### config.mk
export PLATFORM = sky130hd
export DESIGN_NAME = master_burst_rx_port
export DESIGN_NICKNAME = d
export VERILOG_FILES = /design/src/rtl/master_burst_rx_port.sv
export SDC_FILE = /design/constraint.sdc
export NUM_CORES = 1
export LEC_CHECK = 0
export CORE_AREA = 2 2 95 97
export CTS_CLUSTER_SIZE = 20
export DETAILED_ROUTE_END_ITERATION = 10
export DIE_AREA = 0 0 97 99
export GPL_ROUTABILITY_DRIVEN = 0
export GPL_TIMING_DRIVEN = 0
export PLACE_DENSITY = 0.69
export SLEW_MARGIN = 40
export SYNTH_ARGS = -nofsm -noshare
export SYNTH_HDL_FRONTEND = slang
export SYNTH_SLANG_ARGS = --single-unit
### constraint.sdc
create_clock -name clk -period 3.6 [get_ports clk]
set_clock_uncertainty 0.2 [all_clocks]
set_input_delay 1.08 -clock clk [delete_from_list [all_inputs] [get_ports clk]]
set_output_delay 1.08 -clock clk [all_outputs]
set_load 0.02 [all_outputs]
### src/rtl/master_burst_rx_port.sv
// master_burst_rx_port: multi-lane serial read-data deserialiser feeding a small FIFO
// toward the master core; back-pressures the slave through master_ready.
`timescale 1ns/1ps
module master_burst_rx_port #(
  parameter int WORD_SIZE  = 8,
  parameter int BURST_SIZE = 12,
  parameter int LANES      = 1,
  parameter int FIFO_DEPTH = 4,
  parameter bit MSB_FIRST  = 1'b0
) (
  input  logic                          clk,
  input  logic                          reset,
  input  logic                          tx_done,
  input  logic [LANES-1:0]              rx_data,
  input  logic                          slave_valid,
  input  logic [1:0]                    instruction,
  input  logic [BURST_SIZE-1:0]         burst_num,
  output logic [WORD_SIZE-1:0]          data,
  output logic                          data_valid,
  input  logic                          data_ready,
  output logic                          new_rx,
  output logic                          rx_done,
  output logic                          rx_error,
  output logic                          master_ready,
  output logic [$clog2(FIFO_DEPTH):0]   fifo_level
);

  localparam int BEATS = WORD_SIZE / LANES;
  localparam int BW    = (BEATS > 1) ? $clog2(BEATS) : 1;
  localparam int IW    = (WORD_SIZE > 1) ? $clog2(WORD_SIZE) : 1;
  localparam int PW    = (FIFO_DEPTH > 1) ? $clog2(FIFO_DEPTH) : 1;
  localparam int LW    = $clog2(FIFO_DEPTH) + 1;

  typedef enum logic [1:0] {IDLE, WAIT_HS, RECV} state_t;

  state_t                 state, state_next;
  logic [BW-1:0]          beat_cnt, beat_idx;
  logic [BURST_SIZE-1:0]  burst_cnt, burst_len;
  logic [WORD_SIZE-1:0]   word_buf, assembled;
  logic [IW-1:0]          beat_base;
  logic                   start, sample, push, abort, last_word;

  logic [WORD_SIZE-1:0]   mem [FIFO_DEPTH];
  logic [PW-1:0]          wr_ptr, rd_ptr, rd_next;
  logic                   pop;

  assign master_ready = (state != RECV) && (fifo_level < LW'(FIFO_DEPTH));
  assign data_valid   = (fifo_level != '0);
  assign pop          = data_ready && data_valid;
  assign rd_next      = pop ? rd_ptr + PW'(1) : rd_ptr;
  assign beat_idx     = (state == RECV) ? beat_cnt : '0;

  always_ff @(posedge clk or posedge reset) begin
    if (reset) state <= IDLE;
    else       state <= state_next;
  end

  always_comb begin
    state_next = state;
    start      = 1'b0;
    sample     = 1'b0;
    push       = 1'b0;
    abort      = 1'b0;
    last_word  = 1'b0;
    case (state)
      IDLE: begin
        if (instruction == 2'b11 && tx_done) begin
          start      = 1'b1;
          state_next = WAIT_HS;
        end
      end
      WAIT_HS: begin
        if (instruction != 2'b11) begin
          abort      = 1'b1;
          state_next = IDLE;
        end else if (slave_valid && master_ready) begin
          sample = 1'b1;
          if (BEATS == 1) push = 1'b1;
          else            state_next = RECV;
        end
      end
      RECV: begin
        if (instruction != 2'b11) begin
          abort      = 1'b1;
          state_next = IDLE;
        end else begin
          sample = 1'b1;
          if (beat_cnt == BW'(BEATS - 1)) push = 1'b1;
        end
      end
      default: state_next = IDLE;
    endcase
    if (push) begin
      last_word  = (burst_cnt == burst_len);
      state_next = last_word ? IDLE : WAIT_HS;
    end
  end

  // Merge the beat on rx_data into the partial word at its bit-order position.
  always_comb begin
    if (MSB_FIRST) beat_base = IW'(WORD_SIZE - (int'(beat_idx) + 1) * LANES);
    else           beat_base = IW'(int'(beat_idx) * LANES);
    assembled = word_buf;
    assembled[beat_base +: LANES] = rx_data;
  end

  always_ff @(posedge clk or posedge reset) begin
    if (reset) begin
      beat_cnt  <= '0;
      burst_cnt <= '0;
      burst_len <= '0;
      word_buf  <= '0;
      new_rx    <= 1'b0;
      rx_done   <= 1'b0;
      rx_error  <= 1'b0;
    end else begin
      new_rx   <= push;
      rx_done  <= push && last_word;
      rx_error <= abort;
      if (start) begin
        burst_cnt <= '0;
        burst_len <= burst_num;
      end else if (push && !last_word) begin
        burst_cnt <= burst_cnt + BURST_SIZE'(1);
      end
      if (push || abort) beat_cnt <= '0;
      else if (sample)   beat_cnt <= beat_cnt + BW'(1);
      if (sample) word_buf <= assembled;
    end
  end

  always_ff @(posedge clk) begin
    if (push) mem[wr_ptr] <= assembled;
  end

  // data holds the head: the word being written takes it when it lands in an empty slot ahead.
  always_ff @(posedge clk or posedge reset) begin
    if (reset) begin
      wr_ptr     <= '0;
      rd_ptr     <= '0;
      fifo_level <= '0;
      data       <= '0;
    end else begin
      if (push) wr_ptr <= wr_ptr + PW'(1);
      rd_ptr <= rd_next;
      case ({push, pop})
        2'b10:   fifo_level <= fifo_level + LW'(1);
        2'b01:   fifo_level <= fifo_level - LW'(1);
        default: fifo_level <= fifo_level;
      endcase
      if (push && (rd_next == wr_ptr)) data <= assembled;
      else if (pop)                    data <= mem[rd_next];
    end
  end

endmodule
Yosys cells after proc, flatten, opt, wreduce, memory -nomap -nowiden. Memories as Yosys holds them, arrays and structs flattened. A register that Yosys moved wholly into a read port is not among the register bits. Cells that the tools add are included.

Input port bits: 20. Memories kept: 1. Output and inout bits: 16. Register bits: 47. Memory bits (writable): 32.

Memories: mem (words 4, bits a word 8, read ports 1, clocked after Yosys merged registers in 1, write ports 1, RTL line 43) `logic [WORD_SIZE-1:0] mem [FIFO_DEPTH];`.

Order comparisons: 1. Eq/ne operators: 13. Add/sub/neg operators: 7. Shift-type cells: 2. Mux-type cells: 29. Reductions and logical operators: 17.

Operators with widths (number): $mux W12 (2); $mux W1 (14); $add A12 B1 Y12 const B (1); $eq A12 B12 Y1 (1); $mux W2 (6); $mux W3 (3); $bwmux W8 (1); $reduce_bool A2 Y1 (4); $shift A1 B5 Y8 const A (1); $shiftx A1 B5 Y8 (1); $logic_and A1 B1 Y1 (7); $add A3 B1 Y3 const B (2); $eq A2 B2 Y1 const B (3); $pmux W2 S3 (1); $pmux W3 S2 (1); $neg A3 Y5 (1); $add A2 B1 Y2 const B (2); $eq A2 B1 Y1 const B (2); $ne A2 B2 Y1 const B (2); $ne A4 B4 Y1 const B (1); $eq A3 B3 Y1 const B (1); $lt A3 B3 Y1 const B (1); $ne A3 B2 Y1 const B (1); $ne A3 B3 Y1 const B (1); other kinds (9) (9).

Logic depth before layout (Yosys ltp). Gate-level depths: netlist (run 1).

Word-level depth: 9. Mapped depth: 11. Mapped depth without buffers: 10.

Worst setup path after synthesis (run 1). Ideal clock, no wire load.

Kind: in2reg. Start point: in data_ready. End point: reg fifo_level[2]. Data required time: 3.320 ns. Arrival: 2.728 ns. Setup slack: 0.591 ns. Path buffers: 1. Cell stages on the path: 9. Cell sequence: o31ai_4 -> inv_1 -> buf_1 -> ha_1 -> inv_1 -> fa_1 -> xor2_1 -> nor2_1 -> xor2_1.

Word-level cells in the longest chain between the ends: 3. Elaborated cells on any way between the ends: 5. Those cells by class: eq/ne (2); mux (1); reduce/logical (2).

Ends and longest elaborated chain: start: declaration (RTL line 20) `input logic data_ready,`; $logic_and A1 B1 Y1 * (RTL line 49) `assign pop = data_ready && data_valid;`; $eq A2 B1 Y1 or $eq A2 B2 Y1 (tied branches) (RTL line 146) `case ({push, pop})`; $pmux W3 S2 or $reduce_bool A2 Y1 (tied branches); end signal: assignment (RTL line 147) `2'b10: fifo_level <= fifo_level + LW'(1);`; end signal: assignment (RTL line 148) `2'b01: fifo_level <= fifo_level - LW'(1);`; end signal: assignment (RTL line 149) `default: fifo_level <= fifo_level;`; end: declaration (RTL line 25) `output logic [$clog2(FIFO_DEPTH):0] fifo_level`.

Mark *: on every way between the ends. The rest lies on a longest branch, timed or not. A chain may end at the register's enable or synchronous reset.

Worst setup path after layout (run 1).
Start point: in instruction[0]. End point: reg fifo_level[2].

Word-level cells in the longest chain between the ends: 5. Elaborated cells on any way between the ends: 7. Those cells by class: eq/ne (3); mux (3); reduce/logical (1).

Ends and longest elaborated chain: start: declaration (RTL line 16) `input logic [1:0] instruction,`; $ne A2 B2 Y1 * (RTL line 83) `if (instruction != 2'b11) begin`; $mux W1 * (RTL line 83); $mux W1 * (RTL line 65) `case (state)`; $eq A2 B1 Y1 or $eq A2 B2 Y1 (tied branches) (RTL line 146); $pmux W3 S2 or $reduce_bool A2 Y1 (tied branches).

Marks and branches as above.

==> results.txt, run 1 <==
----------------------------------------------------
[Status]
  Run status ... finished clean

[Global routing]
  Most used routing layer in global routing ... met2
  Total global-route track usage ... 17.77%
  Vias in the first global route ... 2,788
  Met2 track demand over resource ... 29.91%
  Largest net degree at the start of global routing ... 32
  Routing usage on met1 ... 23.67%
  Total grt overflow ... 0
  Antenna violations before repair ... 0
  First-pass GRT wire length ... 13,510 um
  GR Layer Usage met3 ... 2.908%

[Place]
  Placed Instances ... 500
  Area post-placement ... 4656 um^2
  Pre-CTS WS ... -339.3 ps
  Detailed-placement wirelength estimate ... 5675 um
  Number of input and output port buffers inserted ... 34

[Pwr]
  Post-layout power ... 2.206 mW
  Total power per unit cell area ... 455.0 nW/um^2
  Leakage power summed over all cells ... 1.971 nW
  VDD IR-drop max ... 0.2677 mV

[Finish]
  Final Cell Area ... 4848 um^2
  Fin util ... 56.70%
  FILL cells ... 722
  Share of cells above drive strength 1 ... 8.354%
  Post-layout instance count excluding filler cells ... 515
  Net total in the final layout ... 436
  Layout overhead on the synthesized area ... 16.61%
  Count of inserted antenna diode cells ... 0

[Synth]
  Dominant cell type by area after synthesis ... sky130_fd_sc_hd__dfrtp_1
  Syn. warnings ... 0
  Mean cell area of the mapped netlist ... 11.65 um^2
  Ys async rst share ... 63.22%
  Most frequent cell after synthesis ... sky130_fd_sc_hd__nand2_1
  Number of different library cells in the post-synthesis netlist ... 41
  Fraction of the yosys area taken by sequential cells ... 56.21%
  Top cells by instance count after synthesis ... sky130_fd_sc_hd__nand2_1, sky130_fd_sc_hd__dfrtp_1, sky130_fd_sc_hd__edfxtp_1
  Netlist area before placement ... 4158 um^2
  Count of mapped cells out of synthesis ... 357
  Syn nets ... 391
  Portion of synthesized cell area occupied by the leading cell type ... 33.10%
  Prevailing post-synth register cell ... sky130_fd_sc_hd__dfrtp_1
  Number of enable-type register cells in the synthesized netlist ... 32
  Number of synthesized register bits ... 87
  Area contributors post-synth ... sky130_fd_sc_hd__dfrtp_1, sky130_fd_sc_hd__edfxtp_1, sky130_fd_sc_hd__mux2i_1

[Route]
  Wire length per cell ... 15.50 um
  Number of vias in the routed layout ... 2,737
  Count of nets left with antenna violations after detail routing ... 0
  Detailed-route DRC error count ... 0
  Vias per inst ... 5.315
  First DRT Iteration DRCs ... 103
  Count of TritonRoute iterations in the first routing pass ... 4
  Sum of routed wire length over all layers ... 7983 um

[Hold path]
  Hold Path Depth ... 2
  Min-delay worst type ... reg -> reg

[STA]
  Final-report hold violation count ... 0
  Min Clock Period, post-route ... 3329 ps
  Highest Clock Rate ... 300.4 MHz
  Smallest setup slack after layout ... 271.0 ps
  Number of max-slew violations in the final report ... 0
  Number of setup violations in the final report ... 0
  Setup repair after global routing missed its margin ... no
  Slew @ Worst Pin ... 737.2 ps
  Final clock period utilization by the worst path ... 92.47%
  Normalized max-slew margin ... 50.85%

[Clocking]
  # hold bufs at CTS ... 0
  Number of post-CTS setup repair buffers ... 0
  H-tree levels ... 3
  Clock-pin slew on the worst setup and hold paths ... 100 ps
  Clock Root Buffer ... sky130_fd_sc_hd__clkbuf_8
  Post-cts gate resize count ... 0
  TritonCTS clock tree ... done
  CTS Buf Count ... 9
  Clk Latency, worst-skew pair ... 350 ps
  Count of clock tree sinks ... 87
  Maximum root-to-sink buffer count ... 2

[Worst setup path]
  Slowest cell on the critical path ... sky130_fd_sc_hd__clkdlybuf4s50_1
  Largest stage delay, worst path ... 440 ps
  Arrival time at the worst endpoint ... 3410 ps
  Cell-by-cell listing of the critical path ... clkdlybuf4s50_1 > nand4_1 > clkbuf_1 > ha_1 > inv_1 > fa_1 > xor2_1 > nor2_1 > xor2_1
  Register-to-Register Setup Slack ... 400 ps
  Peak fanout along the critical path ... 10
  Sort of element at the end of the critical path ... register
  Worst Path Required ... 3680 ps
  CP dominant cell by count ... sky130_fd_sc_hd__xor2_1
  Type of the worst setup path ... in -> reg
  R2r worst-path depth ... 10
  Critical Path Start Type ... input pin

[Floorplanning]
  Count of standard-cell rows ... 34
  Initial core utilization ... 48.62%
  Die area ... 9603 um^2
  Core footprint ... 8551 um^2
  Die width ... 97 um
  Die Span Y ... 99 um
  I/O pin count ... 36

[Flow run]
  Max-cap violation count ... 0

----------------------------------------------------
## worst max-delay path, delay by kind of cell
kind / cells / cell delay (ps)
xor gates and xnor gates: 2 / 300
and+or+nand+nor: 2 / 440
adders and majority gates: 2 / 650
buffers and inverters: 3 / 940
## state kept, by name, summed over array words and instances, names as in the netlist, 3 cells and up
name,cells
word_buf,8
mem,32
burst_cnt,12
fifo_level,3
data,8
beat_cnt,3
burst_len,12
## stage by stage
step           TNS (ps)  hold WS (ps)
6_report              0         294.3
5_1_grt               0         322.8
4_1_cts               0         296.6
3_5_place_dp      -1926         275.2
3_3_place_gp      -8174         267.3
2_1_floorplan         0         254.9
## worst paths after layout
path                                startpoint             to
worst max-delay path            instruction[0]  fifo_level[2]
worst max register to register        state[0]      mem[2][0]
min in group asynchronous                reset  fifo_level[2]
worst min register to register     word_buf[3]    word_buf[3]
worst min-delay path               word_buf[3]    word_buf[3]
max in group asynchronous                reset       state[0]
## report_power, final
part	switching (mW)	total (mW)	leakage (nW)	internal, mW
clock	0.394	0.666	0.0970	0.272
combinational	0.199	0.366	0.820	0.167
sequential	0.0626	1.17	1.05	1.11
total	0.656	2.21	1.97	1.55
## cell type report
type,instances,area [um^2],share of cell area (%)
Multi-Input combinational cell,236,1689,34.84
Clock buffer,9,123.9,2.555
Tap cell,108,135.1,2.787
Buffer,14,56.30,1.161
Sequential cell,87,2337,48.21
Inverter,19,73.82,1.523
Clock inverter,7,72.57,1.497
Timing Repair Buffer,35,360.3,7.432
## logic make-up (layout without fill, tap and decap cells)
family | count (synthesis) | in the layout | share of synthesized area (%)
buf+inv | 34 | 84 | 3.160
mux | 34 | 34 | 10.59
compound gates | 45 | 45 | 7.072
xor+xnor | 20 | 20 | 4.213
simple gates | 123 | 123 | 14.35
fa+ha+maj | 14 | 14 | 4.394
flops | 87 | 87 | 56.21
## routing by layer
| layer | part of all wire, % | up-vias |
|---|---|---|
| li1 | - | 1343 |
| met1 | 46 | 1326 |
| met3 | 3.2 | 9 |
| met2 | 49 | 59 |
| met5 | 0 | - |
| met4 | 1.3 | 0 |
## cell usage in the layout, fill, tap and decap left out, types with 2 or more instances in the layout
cell / instances
sky130_fd_sc_hd__nor3b_1: 4
sky130_fd_sc_hd__o31ai_1: 2
sky130_fd_sc_hd__inv_6: 2
sky130_fd_sc_hd__and4_1: 2
sky130_fd_sc_hd__nor3_1: 3
sky130_fd_sc_hd__and2_1: 7
sky130_fd_sc_hd__inv_1: 17
sky130_fd_sc_hd__nand2_1: 61
sky130_fd_sc_hd__o31a_1: 2
sky130_fd_sc_hd__inv_8: 2
sky130_fd_sc_hd__or3_1: 10
sky130_fd_sc_hd__dfrtp_1: 55
sky130_fd_sc_hd__xor2_1: 4
sky130_fd_sc_hd__clkbuf_8: 9
sky130_fd_sc_hd__o21ai_1: 9
sky130_fd_sc_hd__mux2i_1: 26
sky130_fd_sc_hd__mux4_2: 8
sky130_fd_sc_hd__nor2_1: 13
sky130_fd_sc_hd__clkbuf_1: 12
sky130_fd_sc_hd__and3_1: 2
sky130_fd_sc_hd__ha_1: 13
sky130_fd_sc_hd__clkdlybuf4s50_1: 34
sky130_fd_sc_hd__edfxtp_1: 32
sky130_fd_sc_hd__or4_1: 2
sky130_fd_sc_hd__nor4_1: 2
sky130_fd_sc_hd__xnor2_1: 16
sky130_fd_sc_hd__o211ai_1: 3
sky130_fd_sc_hd__o21ai_0: 10
sky130_fd_sc_hd__nand3_1: 5
sky130_fd_sc_hd__a21oi_1: 13
sky130_fd_sc_hd__nand4_1: 8
Note: power is estimated with default switching activity, not from simulation.
==> run 2, diff against run 1 <==
CELL_PAD_IN_SITES_DETAIL_PLACEMENT = 1   (was unset)
CELL_PAD_IN_SITES_GLOBAL_PLACEMENT = 2   (was unset)
CORE_AREA = 2 2 107 109   (was 2 2 95 97)
DIE_AREA = 0 0 109 111   (was 0 0 97 99)
PLACE_DENSITY = 0.78   (was 0.69)
==> run 2 against run 1 <==
  * Clock-buffer cell count unchanged
  * Total power is 9.3% higher
  * Highest routed layer unchanged
  * Cell area rose by 2.6%
  * Critical path depth unchanged
  * Largest cell class unchanged
  * Sequential power hardly changed
==> results.txt, run 2 (synthesis gave the netlist of run 1 again) <==
----------------------------------------------------
[Finish]
  Share of cells above drive strength 1 ... 8.578% (was 8.354%)
  Net total in the final layout ... 437 (was 436)
  Fin util ... 44.91% (was 56.70%)
  Layout overhead on the synthesized area ... 19.65% (was 16.61%)
  Most common cell after layout, fill and taps aside ... sky130_fd_sc_hd__nand2_1 (unchanged)
  FILL cells ... 1,187 (was 722)
  Biggest register ... mem (unchanged)
  Largest register FFs ... 32 (unchanged)
  Post-layout instance count excluding filler cells ... 551 (was 515)
  Top Registers ... mem x32, burst_cnt x12, burst_len x12 (unchanged)
  Count of inserted antenna diode cells ... 0 (unchanged)
  Area of combinational cells with multiple inputs ... 1689 um^2 (unchanged)
  Seq. cell area ... 2337 um^2 (unchanged)
  Highest-count cells in the layout ignoring fill and taps ... sky130_fd_sc_hd__nand2_1, sky130_fd_sc_hd__dfrtp_1, sky130_fd_sc_hd__clkdlybuf4s50_1, sky130_fd_sc_hd__edfxtp_1, sky130_fd_sc_hd__mux2i_1 (unchanged)
  Final Cell Area ... 4975 um^2 (was 4848 um^2)

[STA]
  Highest Clock Rate ... 294.4 MHz (was 300.4 MHz)
  Final clock period utilization by the worst path ... 94.35% (was 92.47%)
  Final total negative setup slack ... 0 ps (unchanged)
  Min Clock Period, post-route ... 3397 ps (was 3329 ps)
  Slew @ Worst Pin ... 717.5 ps (was 737.2 ps)
  Setup repair after global routing missed its margin ... no (unchanged)
  Smallest setup slack after layout ... 203.3 ps (was 271.0 ps)
  Number of setup violations in the final report ... 0 (unchanged)
  Normalized max-slew margin ... 52.17% (was 50.85%)
  Number of max-slew violations in the final report ... 0 (unchanged)
  Final-report hold violation count ... 0 (unchanged)

[Place]
  Detailed-placement wirelength estimate ... 6735 um (was 5675 um)
  Area post-placement ... 4701 um^2 (was 4656 um^2)
  Pre-CTS WS ... -206.0 ps (was -339.3 ps)
  Number of input and output port buffers inserted ... 34 (unchanged)
  Placed Instances ... 535 (was 500)

[Worst setup path]
  Type of the worst setup path ... in -> reg (unchanged)
  RR Startpoint ... state[0] (unchanged)
  Cell-by-cell listing of the critical path ... clkdlybuf4s50_1 > nand4_1 > clkbuf_1 > ha_1 > inv_1 > fa_1 > xor2_1 > nor2_1 > xor2_1 (unchanged)
  Critical Path Source ... instruction[0] (unchanged)
  Sort of element at the end of the critical path ... register (unchanged)
  CP dominant cell by count ... sky130_fd_sc_hd__xor2_1 (unchanged)
  Arrival time at the worst endpoint ... 3460 ps (was 3410 ps)
  Critical Path Start Type ... input pin (unchanged)
  Peak fanout along the critical path ... 10 (unchanged)
  Largest stage delay, worst path ... 460 ps (was 440 ps)
  Slowest cell on the critical path ... sky130_fd_sc_hd__clkbuf_1 (was sky130_fd_sc_hd__clkdlybuf4s50_1)
  Worst Path Required ... 3660 ps (was 3680 ps)

[Flow run]
  Max-cap violation count ... 0 (unchanged)

[Clocking]
  TritonCTS clock tree ... done (unchanged)
  H-tree levels ... 3 (unchanged)
  Maximum root-to-sink buffer count ... 2 (unchanged)
  Number of post-CTS setup repair buffers ... 0 (unchanged)
  Count of clock tree sinks ... 87 (unchanged)
  # hold bufs at CTS ... 0 (unchanged)
  CTS Buf Count ... 9 (unchanged)
  Clk Latency, worst-skew pair ... 340 ps (was 350 ps)
  Clock Root Buffer ... sky130_fd_sc_hd__clkbuf_16 (was sky130_fd_sc_hd__clkbuf_8)
  Clock-pin slew on the worst setup and hold paths ... 70 ps (was 100 ps)

[Route]
  Number of vias in the routed layout ... 2,813 (was 2,737)
  Count of TritonRoute iterations in the first routing pass ... 4 (unchanged)
  First DRT Iteration DRCs ... 103 (unchanged)
  Sum of routed wire length over all layers ... 9476 um (was 7983 um)
  Count of nets left with antenna violations after detail routing ... 0 (unchanged)
  Detailed-route DRC error count ... 0 (unchanged)
  Wire length per cell ... 17.20 um (was 15.50 um)
  Vias per inst ... 5.105 (was 5.315)

[Pwr]
  VDD IR-drop max ... 0.2465 mV (was 0.2677 mV)
  Total power per unit cell area ... 484.8 nW/um^2 (was 455.0 nW/um^2)
  Leakage power summed over all cells ... 2.017 nW (was 1.971 nW)

[Global routing]
  First-pass GRT wire length ... 16,100 um (was 13,510 um)
  Largest net degree at the start of global routing ... 31 (was 32)
  Total grt overflow ... 0 (unchanged)
  Antenna violations before repair ... 0 (unchanged)
  Vias in the first global route ... 3,140 (was 2,788)
  Total global-route track usage ... 17.53% (was 17.77%)

[Hold path]
  Worst hold path startpoint ... word_buf[0] (was word_buf[3])
  Min-delay worst type ... reg -> reg (unchanged)

[Floorplanning]
  Die width ... 109 um (was 97 um)
  Core footprint ... 11,080 um^2 (was 8551 um^2)
  I/O pin count ... 36 (unchanged)
  Count of standard-cell rows ... 39 (was 34)
  Die area ... 12,100 um^2 (was 9603 um^2)
  Initial core utilization ... 37.54% (was 48.62%)
  Die Span Y ... 111 um (was 99 um)

[Status]
  Run status ... finished clean (unchanged)

----------------------------------------------------
run 2: changes by cell type in the layout (fill, tap and decap cells not counted), sizes merged:
cell    delta
clkinv     +2
inv        -2
buf        +1
run 2: worst max-delay path: cells and delay by family:
| family | cells | cell delay [ps] |
|---|---|---|
| xor gates and xnor gates | 2 | 290 |
| adders and majority gates | 2 | 650 |
| buffers and inverters | 3 | 960 |
| and+or+nand+nor | 2 | 480 |
run 2: report_power, final:
group	switching [mW]	leakage [nW]	internal, mW
Clock	0.399	0.134	0.469
Sequential	0.0642	1.05	1.11
Combinational	0.199	0.829	0.168
run 2: worst paths after layout:
kind | slack [ps] | cells past startpoint | end
hold reg to reg | 290 | 2 | word_buf[0]
setup reg to reg | 550 | 9 | mem[1][5]
setup / recovery | 200 | 9 | fifo_level[2]
max in group asynchronous | 1820 | 3 | beat_cnt[2]
hold / removal | 290 | 2 | word_buf[0]
min in group asynchronous | 880 | 2 | data[7]
run 2: per-layer routing:
metal  vias to the layer above  share of wire [%]  global-route usage [%]
li1                       1349                  -                       -
met1                      1430                 45                   22.38
met2                        24                 52                   30.14
met3                        10                2.0                   2.939
met4                         0                1.2                   5.299
met5                         -                  0                       0
run 2: metrics by stage:
| step | hold WS, ps | total power, mW |
|---|---|---|
| 2_1_floorplan | 254.9 | 1.446 |
| 3_3_place_gp | 266.4 | 1.555 |
| 3_5_place_dp | 279.1 | 1.571 |
| 4_1_cts | 295.7 | 2.447 |
| 5_1_grt | 321.0 | 2.539 |
| 6_report | 291.2 | 2.412 |
run 2: area by class of cell:
cell class                      count  share of cell area (%)
Buffer                             15                   1.258
Tap cell                          143                   3.597
Multi-Input combinational cell    236                   33.95
Clock inverter                      7                  0.9557
Clock buffer                        9                   4.527
Inverter                           19                   1.484
Timing Repair Buffer               35                   7.243
Sequential cell                    87                   46.98
run 2: timing repair:
item / in CTS / in global routing
hold endpoints to repair: 0 / 0
endpoints found under the setup margin: 0 / 4
gates resized for setup: 0 / 2
